<file path="src/rtl/hp_drain_animator_if.sv">
// Handshake bundle between the battle datapath and one HP display animator.
// The master side supplies the live HP and the load strobe; the animator (slave) returns the display state.
interface hp_drain_animator_if #(
  parameter int HP_W = 4
);
  logic [HP_W-1:0] target_hp;
  logic            load;
  logic [HP_W-1:0] disp_hp;
  logic            busy;
  logic            done;
  logic            low_blink;

  modport master (
    output target_hp, load,
    input  disp_hp, busy, done, low_blink
  );

  modport slave (
    input  target_hp, load,
    output disp_hp, busy, done, low_blink
  );
endinterface

</file>
<file path="src/rtl/hp_drain_animator.sv">
// Steps a displayed HP value toward the live HP one point per tick, reporting busy/done,
// and drives a low-HP warning LED (steady at zero, blinking inside the low band).
module hp_drain_animator #(
  parameter int HP_W       = 4,
  parameter int TICK_DIV   = 25000000,
  parameter int CNT_W      = 25,
  parameter int LOW_THRESH = 3
) (
  input  logic               clk,
  input  logic               rst,
  hp_drain_animator_if.slave bus
);
  typedef enum logic {IDLE, STEP} state_t;

  state_t           state;
  logic [CNT_W-1:0] step_cnt;
  logic [CNT_W-1:0] blink_cnt;
  logic [HP_W-1:0]  disp_hp;
  logic [HP_W-1:0]  next_hp;
  logic             busy;
  logic             done;
  logic             low_blink;
  logic             tick_end;
  logic             blink_wrap;
  logic             in_low_band;

  assign bus.disp_hp   = disp_hp;
  assign bus.busy      = busy;
  assign bus.done      = done;
  assign bus.low_blink = low_blink;

  assign tick_end    = (step_cnt == CNT_W'(TICK_DIV - 1));
  assign blink_wrap  = (blink_cnt == CNT_W'(TICK_DIV - 1));
  assign in_low_band = (disp_hp != '0) && (disp_hp <= HP_W'(LOW_THRESH));
  // Only ever used when target differs from the display, so it never wraps.
  assign next_hp     = (bus.target_hp > disp_hp) ? disp_hp + HP_W'(1) : disp_hp - HP_W'(1);

  always_ff @(posedge clk or posedge rst) begin
    if (rst) begin
      state    <= IDLE;
      step_cnt <= '0;
      disp_hp  <= '0;
      busy     <= 1'b0;
      done     <= 1'b0;
    end else begin
      done <= 1'b0;
      case (state)
        IDLE: begin
          if (bus.load) begin
            disp_hp <= bus.target_hp;
          end else if (bus.target_hp != disp_hp) begin
            state    <= STEP;
            busy     <= 1'b1;
            step_cnt <= '0;
          end
        end
        STEP: begin
          if (bus.load) begin
            disp_hp <= bus.target_hp;
            busy    <= 1'b0;
            state   <= IDLE;
          end else if (bus.target_hp == disp_hp) begin
            busy  <= 1'b0;
            done  <= 1'b1;
            state <= IDLE;
          end else if (tick_end) begin
            step_cnt <= '0;
            disp_hp  <= next_hp;
            if (next_hp == bus.target_hp) begin
              busy  <= 1'b0;
              done  <= 1'b1;
              state <= IDLE;
            end
          end else begin
            step_cnt <= step_cnt + CNT_W'(1);
          end
        end
        default: state <= IDLE;
      endcase
    end
  end

  // Blink timebase runs regardless of animation state so the LED rhythm stays even.
  always_ff @(posedge clk or posedge rst) begin
    if (rst) begin
      blink_cnt <= '0;
      low_blink <= 1'b0;
    end else begin
      blink_cnt <= blink_wrap ? '0 : blink_cnt + CNT_W'(1);
      if (disp_hp == '0) begin
        low_blink <= 1'b1;
      end else if (in_low_band) begin
        if (blink_wrap) low_blink <= ~low_blink;
      end else begin
        low_blink <= 1'b0;
      end
    end
  end
endmodule

</file>
<file path="src/flat_wrapper.sv">
// flat-port wrapper written by rule: the top's interface ports become plain ports
module hp_drain_animator_flat 
#(
  parameter int HP_W       = 4,
  parameter int TICK_DIV   = 25000000,
  parameter int CNT_W      = 25,
  parameter int LOW_THRESH = 3
)
  (clk, rst, bus_target_hp, bus_load, bus_disp_hp, bus_busy, bus_done, bus_low_blink);
  hp_drain_animator_if #(.HP_W(HP_W)) bus_i ();
  input  logic clk;
  input  logic rst;
  input wire logic [$bits(bus_i.target_hp)-1:0] bus_target_hp;
  input wire logic [$bits(bus_i.load)-1:0] bus_load;
  output wire logic [$bits(bus_i.disp_hp)-1:0] bus_disp_hp;
  output wire logic [$bits(bus_i.busy)-1:0] bus_busy;
  output wire logic [$bits(bus_i.done)-1:0] bus_done;
  output wire logic [$bits(bus_i.low_blink)-1:0] bus_low_blink;
  assign bus_i.target_hp = bus_target_hp;
  assign bus_i.load = bus_load;
  assign bus_disp_hp = bus_i.disp_hp;
  assign bus_busy = bus_i.busy;
  assign bus_done = bus_i.done;
  assign bus_low_blink = bus_i.low_blink;
  hp_drain_animator #(.HP_W(HP_W), .TICK_DIV(TICK_DIV), .CNT_W(CNT_W), .LOW_THRESH(LOW_THRESH)) u_core (.clk(clk), .rst(rst), .bus(bus_i));
endmodule
</file>
<file path="config.mk">
export PLATFORM = sky130hd
export DESIGN_NAME = hp_drain_animator_flat
export DESIGN_NICKNAME = d
export VERILOG_FILES = /design/src/rtl/hp_drain_animator_if.sv /design/src/rtl/hp_drain_animator.sv /design/src/flat_wrapper.sv
export SDC_FILE = /design/constraint.sdc
export NUM_CORES = 1
export LEC_CHECK = 0
export BUFFER_PORTS_ARGS = -buffer_cell sky130_fd_sc_hd__buf_2
export CORE_MARGIN = 8
export CORE_UTILIZATION = 45
export CTS_BUF_LIST = sky130_fd_sc_hd__clkbuf_4 sky130_fd_sc_hd__clkbuf_8 sky130_fd_sc_hd__clkbuf_16
export DETAILED_ROUTE_END_ITERATION = 16
export GPL_ROUTABILITY_DRIVEN = 0
export SLEW_MARGIN = 20
export SYNTH_ARGS = -nofsm -noshare
export SYNTH_HDL_FRONTEND = slang
export SYNTH_SLANG_ARGS = --single-unit
</file>
<file path="constraint.sdc">
create_clock -name clk -period 3.7 [get_ports clk]
set_clock_uncertainty 0.2 [all_clocks]
set_input_delay 0.185 -clock clk [delete_from_list [all_inputs] [get_ports clk]]
set_output_delay 0.185 -clock clk [all_outputs]
set_load 0.05 [all_outputs]
</file>
## Yosys cells after proc, flatten, opt, wreduce, memory -nomap -nowiden

Index checks and enable logic that the tools add are counted.

- Add/sub/neg operators: 4
- Order comparisons: 2
- Eq/ne operators: 15
- Multiplexer cells: 35
- Bitwise logic cells: 2
- Reduce and logical (&&, ||, !) cells: 6

Operator list:

| operator | number |
|---|---|
| two-way mux 25 bit | 6 |
| adder 25 x 1 -> 25 bit (second input constant) | 2 |
| equality test 25 bit (second input constant) | 2 |
| case mux 25 bit (2 select lines) | 1 |
| two-way mux 1 bit | 20 |
| two-way mux 4 bit | 5 |
| equality test 4 bit | 2 |
| != test 2 bit (second input constant) | 4 |
| != test 4 bit (second input constant) | 2 |
| case mux 4 bit (2 select lines) | 1 |
| AND reduction 4 bit | 2 |
| != test 3 bit (second input constant) | 2 |
| adder 4 x 1 -> 4 bit (second input constant) | 1 |
| > comparator 4 bit | 1 |
| <= comparator 4 x 2 -> 1 bit (second input constant) | 1 |
| logical NOT 4 bit | 1 |
| != test 4 bit | 1 |
| case mux 1 bit (2 select lines) | 2 |
| nonzero test 4 bit | 1 |
| subtractor 4 x 1 -> 4 bit (second input constant) | 1 |
| != test 3 x 2 -> 1 bit (second input constant) | 1 |
| AND reduction 3 bit | 1 |
| != test 2 x 1 -> 1 bit (second input constant) | 1 |
| NOT 1 bit | 2 |
| logical AND 1 bit | 1 |

- Bits in registers: 58
- Input port bits: 7
- Output and inout bits: 7
- Word-level logic and storage cells: 71

## Logic depth before layout (Yosys ltp)

Gate-level depths: netlist (run 1).

- Depth after elaboration: 8
- Gate-level depth with buffers: 13

## Least setup slack after synthesis (run 1)

Ideal clock, no wire load.

- Kind: register to register
- From: register u_core.disp_hp[1] (netlist: u_core.bus.disp_hp[1])
- To: register u_core.state
- Arrival time: 3.050 ns
- Slack: 0.317 ns
- Stages on the path, launching flop included: 12
- Buffers on the path: 0
- Period minus slack after synthesis: 3.383 ns
- Path through: dfrtp_1 > inv_1 > ha_1 > and4_1 > a21oi_1 > inv_1 > ha_1 > xnor2_1 > xor2_1 > or4_4 > nor2_4 > a21oi_1

- Word-level cells in the longest chain between the ends: 8
- Elaborated cells between the ends (all ways): 14

RTL lines:

| element | line | source |
|---|---|---|
| start, declared | hp_drain_animator.sv:18 | `logic [HP_W-1:0] disp_hp;` |
| start signal, assigned | hp_drain_animator.sv:50 | `disp_hp <= bus.target_hp;` |
| start signal, assigned | hp_drain_animator.sv:59 | `disp_hp <= bus.target_hp;` |
| start signal, assigned | hp_drain_animator.sv:68 | `disp_hp <= next_hp;` |
| subtractor 4 x 1 -> 4 bit (tied with other cells) | hp_drain_animator.sv:36 | `assign next_hp = (bus.target_hp > disp_hp) ? disp_hp + HP_W'(1) : disp_hp - HP_W'(1);` |
| two-way mux 4 bit | hp_drain_animator.sv:36 |  |
| equality test 4 bit | hp_drain_animator.sv:69 | `if (next_hp == bus.target_hp) begin` |
| two-way mux 1 bit | hp_drain_animator.sv:69 |  |
| two-way mux 1 bit | hp_drain_animator.sv:66 | `end else if (tick_end) begin` |
| two-way mux 1 bit | hp_drain_animator.sv:62 | `end else if (bus.target_hp == disp_hp) begin` |
| two-way mux 1 bit | hp_drain_animator.sv:58 | `if (bus.load) begin` |
| case mux 1 bit (2 select lines) (*) | hp_drain_animator.sv:47 | `case (state)` |
| end signal, assigned | hp_drain_animator.sv:52 | `state <= STEP;` |
| end signal, assigned | hp_drain_animator.sv:61 | `state <= IDLE;` |
| end signal, assigned | hp_drain_animator.sv:65 | `state <= IDLE;` |
| end, declared | hp_drain_animator.sv:15 | `state_t state;` |

Every way passes the cells marked *; elsewhere a longest branch is shown, timed or not.
A chain may end at the register's enable or synchronous reset.

## Final worst setup path (run 1)

- From: input bus_target_hp[1]
- To: register u_core.disp_hp[3] (netlist: u_core.bus.disp_hp[3])

- Word-level cells in the longest chain between the ends: 6
- Elaborated cells between the ends (all ways): 9

RTL lines:

| element | line | source |
|---|---|---|
| start, declared | flat_wrapper.sv:13 | `input wire logic [$bits(bus_i.target_hp)-1:0] bus_target_hp;` |
| > comparator 4 bit | hp_drain_animator.sv:36 |  |
| two-way mux 4 bit | hp_drain_animator.sv:36 |  |
| two-way mux 4 bit | hp_drain_animator.sv:66 |  |
| two-way mux 4 bit | hp_drain_animator.sv:62 |  |
| two-way mux 4 bit | hp_drain_animator.sv:58 |  |
| case mux 4 bit (2 select lines) | hp_drain_animator.sv:47 |  |

Several ways; a longest one is shown, not always the timed one. The select of a mux whose other input is x is not followed.

==> flow_metrics.py, run 1 <==
metrics = {
    "run_status": {
        "status": "complete, no violations",
    },
    "placement": {
        "dp_slack_ps": 345.0,
        "place_hpwl_um": 4764,
        "port_buffers": 13,
        "place_area_mm2": 0.003379,
    },
    "layout": {
        "finalCoreUtilization": 0.5256,
        "final_cell_area_mm2": 0.003731,
        "area_growth_pct": 15.63,
        "drive_above_1_share": 0.1330,
        "diodes": 0,
        "nNetsFinal": 387,
    },
    "pwr": {
        "p_total_mw": 1.535,
        "ir_drop_mv": 0.1896,
        "pwr-share-clk": 0.427,
        "p_int_mw": 1.136,
        "p_leak_nw": 1.618,
        "swShare": 0.2601,
        "sequentialPowerShare": 0.431,
        "p_switching_mw": 0.3993,
        "powerDensity_mw_per_mm2": 411.5,
        "p_comb_frac": 0.141,
    },
    "route": {
        "ant_nets": 0,
        "drc": 0,
        "routed_wl_um": 7059,
        "vias": 2579,
        "vias_per_cell": 5.429,
        "drt_iter0_markers": 128,
        "wl_per_cell_um": 14.86,
        "firstDrtPassIters": 4,
    },
    "worst_setup_path": {
        "arrival_ps": 3590,
        "required_ps": 3770,
        "r2r_cells": 14,
        "critPathKind": "primary input to register",
        "cp_max_fo": 4,
        "cp-end-kind": "register",
        "cp-start-kind": "primary input",
    },
    "clock_tree": {
        "tritoncts": "yes",
        "cts-root-buf": "clkbuf_8",
        "numCtsBuffers": 9,
        "h-tree-depth": 3,
        "worstSkewPairLatency_ps": 340,
        "cts_sinks": 58,
        "clk_pin_slew_ps": 70,
        "cts_buffer_depth": 2,
    },
    "synth": {
        "ys_types": 50,
        "ys.flop_type": "dfrtp_1",
        "synth_nets": 361,
        "synth-edff-count": 0,
        "ys_ff_latch": 58,
        "synth_warnings": 0,
        "async_flop_share": 1.000,
        "synth_area_mm2": 0.003227,
        "ys_seq_area_frac": 0.4498,
        "post_synth.cell_area_avg_um2": 9.353,
        "synth_cells": 345,
    },
    "global_routing": {
        "grt_usage": 0.1580,
        "grt-ovfl-total": 0,
        "grt_pass1_wl_um": 12540,
        "grt_pass1_vias": 2571,
        "antenna_found_initial": 0,
        "grt_max_degree": 39,
    },
    "timing": {
        "layout_min_cycle_time_ps": 3518,
        "finalSetupTns_ps": 0,
        "finalHoldViolCount": 0,
        "fmax_ghz": 0.2842,
        "worstMarginPinSlew_ps": 869.2,
        "fin_crit_sh": 0.9509,
        "setup_violations": 0,
        "slew_violations": 0,
        "setup_ws_ps": 181.7,
        "slew-limit-headroom": 0.4184,
    },
    "min_path": {
        "hp-class": "primary input to register",
        "hold_path_depth": 2,
    },
    "floorplan": {
        "fp.coreArea_mm2": 0.007098,
        "dieArea_mm2": 0.01014,
        "initial_core_util": 0.4546,
        "io_pins": 14,
        "die_w_um": 100.7,
        "die_h_um": 100.7,
        "num_rows": 31,
    },
    "flow_run": {
        "cap_violations": 0,
    },
}
[layout by cell type (no fill, tap or decap), types with 2 or more instances in the layout]
master,instances
a31oi_1,6
and4_1,2
a21oi_1,6
nand3_1,21
buf_2,13
xor2_1,18
mux2i_1,3
dlygate4sd3_1,11
xnor2_1,14
nand4_1,15
o31ai_1,10
inv_1,8
o21ai_0,34
dfrtp_1,58
nor2_1,27
nor4_1,3
nor4_4,2
nor2b_1,6
buf_4,6
clkbuf_8,10
bufinv_16,2
a41oi_1,2
nor3_1,5
and2_1,6
ha_1,8
and3_1,9
clkinv_2,2
nand2_1,41
[path summary, 6_finish.rpt]
check / from / end / slack (ps)
setup / recovery: bus_target_hp[1] / u_core.bus.disp_hp[3]$_DFFE_PP0P_ / 180
hold / removal: bus_load / u_core.bus.disp_hp[1]$_DFFE_PP0P_ / 40
setup reg to reg: u_core.bus.disp_hp[1]$_DFFE_PP0P_ / u_core.bus.disp_hp[3]$_DFFE_PP0P_ / 190
hold reg to reg: u_core.blink_cnt[4]$_DFF_PP0_ / u_core.blink_cnt[4]$_DFF_PP0_ / 270
max in group asynchronous: rst / u_core.step_cnt[3]$_DFFE_PP0P_ / 2160
min in group asynchronous: rst / u_core.bus.disp_hp[0]$_DFFE_PP0P_ / 350
[through the flow]
stage | instances | hold WS [ps]
6_report | 475 | 42.33
5_1_grt | 475 | 53.14
4_1_cts | 473 | 26.85
3_5_place_dp | 446 | 194.3
3_3_place_gp | 446 | 185.6
2_1_floorplan | 345 | 101.8
[worst max-delay path, stage by stage]
cell and delay [ps]:
dlygate4sd3_1 530, buf_2 150, ha_1 310, nor2b_1 130, o211ai_1 110, a21oi_2 250, inv_1 100, ha_1 300
a21o_1 190, a21oi_1 170, xnor2_1 180, xnor2_1 150, mux2i_1 90, o21ai_0 170, dlygate4sd3_1 580
[sequential cells by signal, summed over array words and instances (netlist names)]
name / cells
u_core.bus.done: 1
u_core.bus.disp_hp: 4
u_core.bus.low_blink: 1
u_core.state: 1
u_core.step_cnt: 25
u_core.blink_cnt: 25
u_core.bus.busy: 1
[per-layer routing]
| metal | up-vias | wire length, um | track usage |
|---|---|---|---|
| li1 | 1277 | - | - |
| met4 | 0 | 147 | 0.07326 |
| met3 | 13 | 204 | 0.03660 |
| met5 | - | 0 | 0 |
| met2 | 40 | 3253 | 0.2486 |
| met1 | 1249 | 3454 | 0.2002 |
[layout make-up]
type	instances	area, um2
Multi-Input combinational cell	263	1679
Timing Repair Buffer	30	220.2
Clock inverter	5	77.57
Tap cell	99	123.9
Clock buffer	11	145.1
Fill cell	639	3367
Inverter	9	33.78
Sequential cell	58	1451
[power groups by stage]
stage / registers (mW) / clock network (mW) / logic, mW
final: 0.662 / 0.656 / 0.217
after global routing: 0.664 / 0.705 / 0.243
after detailed placement: 0.673 / 0 / 0.199
after global placement: 0.673 / 0 / 0.192
after floorplan: 0.696 / 0 / 0.126
after CTS: 0.662 / 0.676 / 0.211
[timing repair]
| action | 4_1_cts | 5_1_grt |
|---|---|---|
| gates resized for setup | 0 | 1 |
| buffers inserted | 0 | 2 |
| endpoints found under the hold margin | 41 | 0 |
| setup endpoints to repair | 0 | 1 |
| hold buffers | 11 | 0 |
[cell usage after synthesis, drive strengths merged, types with 7 or more instances]
| cell | count | area [um2] |
|---|---|---|
| nand3 | 21 | 105.1 |
| o21ai | 35 | 175.2 |
| xnor2 | 14 | 122.6 |
| dfrtp | 58 | 1451 |
| nand4 | 16 | 106.4 |
| and3 | 10 | 63.81 |
| ha | 8 | 100.1 |
| and2 | 7 | 45.05 |
| xor2 | 18 | 157.7 |
| clkbuf | 11 | 43.79 |
| o31ai | 10 | 75.07 |
| inv | 9 | 33.78 |
| nand2 | 41 | 153.9 |
| a21oi | 7 | 35.03 |
| nor2 | 28 | 112.6 |
[kinds of logic (layout without fill, tap and decap cells)]
logic type                 Yosys count  in the layout  share of synthesized area
buffers and inverters               24             55                    0.03218
AOI/OAI and AO/OA                   66             66                     0.1198
xor gates and xnor gates            33             33                    0.09422
and+or+nand+nor                    151            151                     0.2540
muxes                                4              4                    0.01280
DFF                                 58             58                     0.4498
adders and majority gates            9              9                    0.03723
No activity file was read; power rests on OpenSTA's default activity.
==> inputs of run 2 (changes only) <==
--- a/config.mk
+++ b/config.mk
@@ -6,7 +6,8 @@
 export NUM_CORES = 1
 export LEC_CHECK = 0
 export BUFFER_PORTS_ARGS = -buffer_cell sky130_fd_sc_hd__buf_2
-export CORE_MARGIN = 8
+export CORE_ASPECT_RATIO = 0.6
+export CORE_MARGIN = 2
 export CORE_UTILIZATION = 45
 export CTS_BUF_LIST = sky130_fd_sc_hd__clkbuf_4 sky130_fd_sc_hd__clkbuf_8 sky130_fd_sc_hd__clkbuf_16
 export DETAILED_ROUTE_END_ITERATION = 16
==> constraint.sdc (replaced) <==
create_clock -name clk -period 4.5 [get_ports clk]
set_clock_uncertainty 0.2 [all_clocks]
set_input_delay 0.225 -clock clk [delete_from_list [all_inputs] [get_ports clk]]
set_output_delay 0.225 -clock clk [all_outputs]
set_load 0.05 [all_outputs]
==> flow_metrics.py, run 2 (synthesis gave the netlist of run 1 again) <==
metrics = {
    "clock_tree": {
        "cts_setup_buffers": 0,
        "h-tree-depth": 3,
        "tritoncts": "yes",
        "cts_buffer_depth": 2,
        "cts-root-buf": "clkbuf_16",
        "worstSkewPairLatency_ps": 330,
        "clk_pin_slew_ps": 50,
        "cts_sinks": 58,
        "numCtsBuffers": 9,
    },
    "layout": {
        "layout_commonest_cell": "dfrtp_1",
        "nNetsFinal": 378,
        "final_cells": 452,
        "drive_above_1_share": 0.1205,
        "diodes": 0,
        "area_growth_pct": 14.19,
        "final_cell_mix": "58 x dfrtp_1, 41 x nand2_1, 34 x o21ai_0",
        "reg_top3": "u_core.blink_cnt x25, u_core.step_cnt x25, u_core.bus.disp_hp x4",
    },
    "worst_setup_path": {
        "cp_max_fo": 4,
        "reg2reg_slack_ps": 1210,
        "worst-path-buf-inv": 3,
        "crit_slowest_cell": "dlygate4sd3_1",
        "critPathKind": "primary input to register",
        "cp_cell_sequence": "dlygate4sd3_1, buf_2, ha_1, and4_1, a21oi_1, inv_1, ha_1, xnor2_1, xor2_1, or4_4, nor2_4, a21oi_1",
        "cp-start-kind": "primary input",
        "r2r_cells": 11,
        "arrival_ps": 3330,
        "critical-path-top-delay-family": "simple AND/OR/NAND/NOR gates",
        "cp-end-kind": "register",
        "r2r_start": "u_core.bus.disp_hp[1]$_DFFE_PP0P_",
        "reg2reg_to": "u_core.state$_DFF_PP0_",
        "required_ps": 4480,
        "slowest_delay_ps": 530,
    },
    "floorplan": {
        "num_rows": 23,
        "initial_core_util": 0.4731,
        "io_pins": 14,
        "die_h_um": 69.60,
        "fp.coreArea_mm2": 0.006820,
        "dieArea_mm2": 0.007887,
        "die_w_um": 113.3,
    },
    "pwr": {
        "ir_drop_mv": 0.1830,
        "powerDensity_mw_per_mm2": 365.9,
        "p_leak_nw": 1.610,
    },
    "flow_run": {
        "cap_violations": 0,
    },
    "timing": {
        "worstMarginPinSlew_ps": 852.0,
        "finalHoldViolCount": 0,
        "grt_setup_unrepaired": "false",
        "layout_min_cycle_time_ps": 3352,
        "slew_violations": 0,
        "setup_violations": 0,
        "fin_crit_sh": 0.7449,
        "fmax_ghz": 0.2983,
        "slew-limit-headroom": 0.4299,
        "finalSetupTns_ps": 0,
    },
    "min_path": {
        "hp-class": "primary input to register",
        "holdCritStartpoint": "bus_load",
        "worstHoldEndpoint": "u_core.bus.disp_hp[0]$_DFFE_PP0P_",
        "hold_path_depth": 2,
    },
    "global_routing": {
        "grt_max_degree": 34,
        "grt_pass1_vias": 2351,
        "grt-ovfl-total": 0,
        "grt_pass1_wl_um": 11890,
        "antenna_found_initial": 0,
        "grt_usage": 0.1919,
    },
    "placement": {
        "dp_cells": 433,
        "place_hpwl_um": 4638,
        "port_buffers": 13,
    },
    "route": {
        "drc": 0,
        "routed_wl_um": 6688,
        "vias_per_cell": 5.507,
        "drt_iter0_markers": 217,
        "wl_per_cell_um": 14.80,
        "ant_nets": 0,
        "vias": 2489,
        "firstDrtPassIters": 5,
    },
    "run_status": {
        "status": "complete, no violations",
    },
}
run 2: worst max-delay path by stage:
| stage | start | end | slack [ps] | cells past startpoint |
|---|---|---|---|---|
| CTS | bus_target_hp[2] | u_core.state$_DFF_PP0_ | 1170 | 12 |
| global placement | u_core.bus.disp_hp[2]$_DFFE_PP0P_ | u_core.state$_DFF_PP0_ | 1270 | 11 |
| global route | bus_target_hp[2] | u_core.state$_DFF_PP0_ | 960 | 12 |
| floorplan | u_core.bus.disp_hp[1]$_DFFE_PP0P_ | u_core.state$_DFF_PP0_ | 1120 | 11 |
| finish | bus_target_hp[2] | u_core.state$_DFF_PP0_ | 1150 | 12 |
| detailed placement | u_core.bus.disp_hp[1]$_DFFE_PP0P_ | u_core.state$_DFF_PP0_ | 1230 | 11 |
run 2: through the flow:
stage | hold slack, ps | worst slack [ps] | total power [mW] | utilization | cell area (um2)
2_1_floorplan | 141.8 | 1117 | 0.6761 | - | 3227
3_3_place_gp | 113.2 | 1269 | 0.7110 | 0.4922 | 3357
3_5_place_dp | 117.8 | 1233 | 0.7123 | 0.4922 | 3357
4_1_cts | 14.56 | 1165 | 1.366 | 0.5403 | 3685
5_1_grt | 62.34 | 960.8 | 1.411 | 0.5403 | 3685
6_report | 28.44 | 1148 | 1.348 | 0.5403 | 3685
run 2: cell type report:
| type | instances | area, um2 |
|---|---|---|
| well taps | 87 | 108.9 |
| flip-flops and latches | 58 | 1451 |
| inverters | 9 | 33.78 |
| repair buffers | 21 | 137.6 |
| fillers | 604 | 3136 |
| clock buffers | 10 | 232.7 |
| multi-input cells | 263 | 1675 |
| clock inverters | 4 | 45.04 |
run 2: routing by layer:
layer  vias up  GRT usage  share of wire  wire length (um)
li1       1260          -              -                 -
met1      1180     0.3052           0.56              3715
met2        47     0.2415           0.39              2626
met3         2    0.06556          0.049               328
met4         0    0.05285         0.0028                19
met5         -          0              0                 0
run 2: timing repair:
action	in CTS	in global routing
hold endpoints to repair	29	0
hold buffers	5	0
resized for setup	0	0
run 2: worst register-to-register path, delay by kind of cell (launching register included):
kind            cells  cell delay, ps
buf+inv             2             290
xor+xnor            2             340
flops               1             380
simple gates        3             860
fa+ha+maj           2             600
compound gates      2             470
run 2: power breakdown:
part	internal, mW	leakage (nW)	switching [mW]
Sequential	0.534	0.781	0.0118
Combinational	0.0599	0.688	0.102
Clock	0.424	0.141	0.217
Total	1.02	1.61	0.331
==> inputs of run 3 (changes only) <==
==> constraint.sdc (replaced) <==
create_clock -name clk -period 3.2 [get_ports clk]
set_clock_uncertainty 0.2 [all_clocks]
set_input_delay 0.16 -clock clk [delete_from_list [all_inputs] [get_ports clk]]
set_output_delay 0.16 -clock clk [all_outputs]
set_load 0.05 [all_outputs]
==> flow_metrics.py, run 3 (synthesis gave the netlist of run 1 again) <==
metrics = {
    "route": {
        "vias": 2564,
        "drt_iter0_markers": 234,
        "drc": 0,
        "ant_nets": 0,
        "wl_per_cell_um": 15.35,
        "routed_wl_um": 7123,
        "firstDrtPassIters": 5,
        "vias_per_cell": 5.526,
    },
    "clock_tree": {
        "numCtsBuffers": 9,
        "clk_pin_slew_ps": 50,
        "cts_buffer_depth": 2,
        "worstSkewPairLatency_ps": 330,
        "cts_sinks": 58,
        "h-tree-depth": 3,
        "tritoncts": "yes",
        "cts-root-buf": "clkbuf_16",
    },
    "layout": {
        "multiInputGateArea_mm2": 0.001703,
        "reg_top3": "u_core.blink_cnt x25, u_core.step_cnt x25, u_core.bus.disp_hp x4",
        "nNetsFinal": 388,
        "final_cell_mix": "54 x dfrtp_1, 41 x nand2_1, 34 x o21ai_0",
        "final_cell_area_mm2": 0.003855,
        "area_growth_pct": 19.46,
        "ff_latch_area_mm2": 0.001456,
        "final.fill_count": 579,
        "finalCoreUtilization": 0.5652,
        "drive_above_1_share": 0.1565,
        "diodes": 0,
        "layout_commonest_cell": "dfrtp_1",
    },
    "global_routing": {
        "grt_pass1_wl_um": 12380,
        "antenna_found_initial": 0,
        "grt_usage": 0.2003,
        "top_usage_layer": "met1",
        "grt_max_degree": 51,
        "grt-ovfl-total": 0,
        "grt_util_met3": 0.06119,
        "grt_pass1_vias": 2479,
        "met1_usage": 0.3127,
        "grt_use_met2": 0.2608,
    },
    "pwr": {
        "ir_drop_mv": 0.4113,
        "p_total_mw": 2.082,
        "p_leak_nw": 1.669,
        "powerDensity_mw_per_mm2": 540.1,
    },
    "worst_setup_path": {
        "cp-end-kind": "register",
        "critPathKind": "register to register",
        "arrival_ps": 3080,
        "cp_max_fo": 4,
        "cp-start-kind": "register",
        "required_ps": 3180,
    },
    "timing": {
        "fmax_ghz": 0.3234,
        "finalHoldViolCount": 0,
        "fin_crit_sh": 0.9663,
        "hold_ws_ps": 265.1,
        "layout_min_cycle_time_ps": 3092,
        "slew-limit-headroom": 0.4307,
        "worstMarginPinSlew_ps": 853.9,
        "finalSetupTns_ps": 0,
        "setup_violations": 0,
        "slew_violations": 0,
    },
    "placement": {
        "place_hpwl_um": 4786,
        "port_buffers": 13,
        "place_area_mm2": 0.003381,
    },
    "floorplan": {
        "io_pins": 14,
        "initial_core_util": 0.4731,
        "die_h_um": 69.60,
        "fp.coreArea_mm2": 0.006820,
        "num_rows": 23,
        "dieArea_mm2": 0.007887,
        "die_w_um": 113.3,
    },
    "min_path": {
        "hp-class": "register to register",
    },
    "run_status": {
        "status": "complete, no violations",
    },
    "flow_run": {
        "cap_violations": 0,
    },
}
==> run 3: cell count changes in the layout (fill, tap and decap cells not counted), sizes merged <==
cell         change
buf              +4
bufinv           +1
clkbuf           +1
clkinvlp         +1
dlygate4sd3      +6
inv              -1
==> run 3: power by group <==
| group | internal [mW] | total [mW] | switching, mW |
|---|---|---|---|
| registers | 0.751 | 0.769 | 0.0179 |
| logic | 0.112 | 0.269 | 0.157 |
| clock network | 0.707 | 1.04 | 0.337 |
| total | 1.57 | 2.08 | 0.512 |
==> run 3: metrics by stage <==
step           instances  setup WS, ps
6_report             464         107.7
4_1_cts              462         40.28
3_3_place_gp         435         126.1
5_1_grt              464        -42.65
3_5_place_dp         435         83.48
2_1_floorplan        345         92.47
==> run 3: what timing repair did <==
action	CTS	global route
gates resized for setup	0	4
setup endpoints to repair	0	4
hold endpoints to repair	53	0
buffers inserted	0	2
hold buffers	11	0
==> run 3: final timing paths <==
check | startpoint | end | slack (ps) | depth (start not counted)
max in group asynchronous | rst | u_core.step_cnt[2]$_DFFE_PP0P_ | 1820 | 4
min in group asynchronous | rst | u_core.blink_cnt[17]$_DFF_PP0_ | 330 | 3
hold reg to reg | u_core.blink_cnt[4]$_DFF_PP0_ | u_core.blink_cnt[4]$_DFF_PP0_ | 270 | 1
setup / recovery | u_core.bus.disp_hp[1]$_DFFE_PP0P_ | u_core.state$_DFF_PP0_ | 110 | 11
hold / removal | u_core.blink_cnt[4]$_DFF_PP0_ | u_core.blink_cnt[4]$_DFF_PP0_ | 270 | 1
setup reg to reg | u_core.bus.disp_hp[1]$_DFFE_PP0P_ | u_core.state$_DFF_PP0_ | 110 | 11
==> run 3: worst max-delay path, stage by stage, from the launching register on <==
cell      delay, ps
dfrtp_2         400
inv_1           160
ha_1            280
nor2b_1         140
o211ai_1        180
a21oi_2         130
fa_1            420
xnor2_2         170
xor2_1          140
or4_4           500
nor2_4          140
a21oi_1          70
==> run 3: per-layer routing <==
layer  vias to the layer above  part of all wire
li1                       1280                 -
met3                         5             0.051
met5                         -                 0
met1                      1221              0.54
met2                        58              0.40
met4                         0            0.0060
==> run 3: final cells by class <==
cell class	instances	area share
multi-input combinational	263	0.4417
sequential	58	0.3778
clock buffer	11	0.06394
timing repair buffer	31	0.05907
tap	87	0.02824
clock inverter	5	0.02012
inverter	9	0.009088
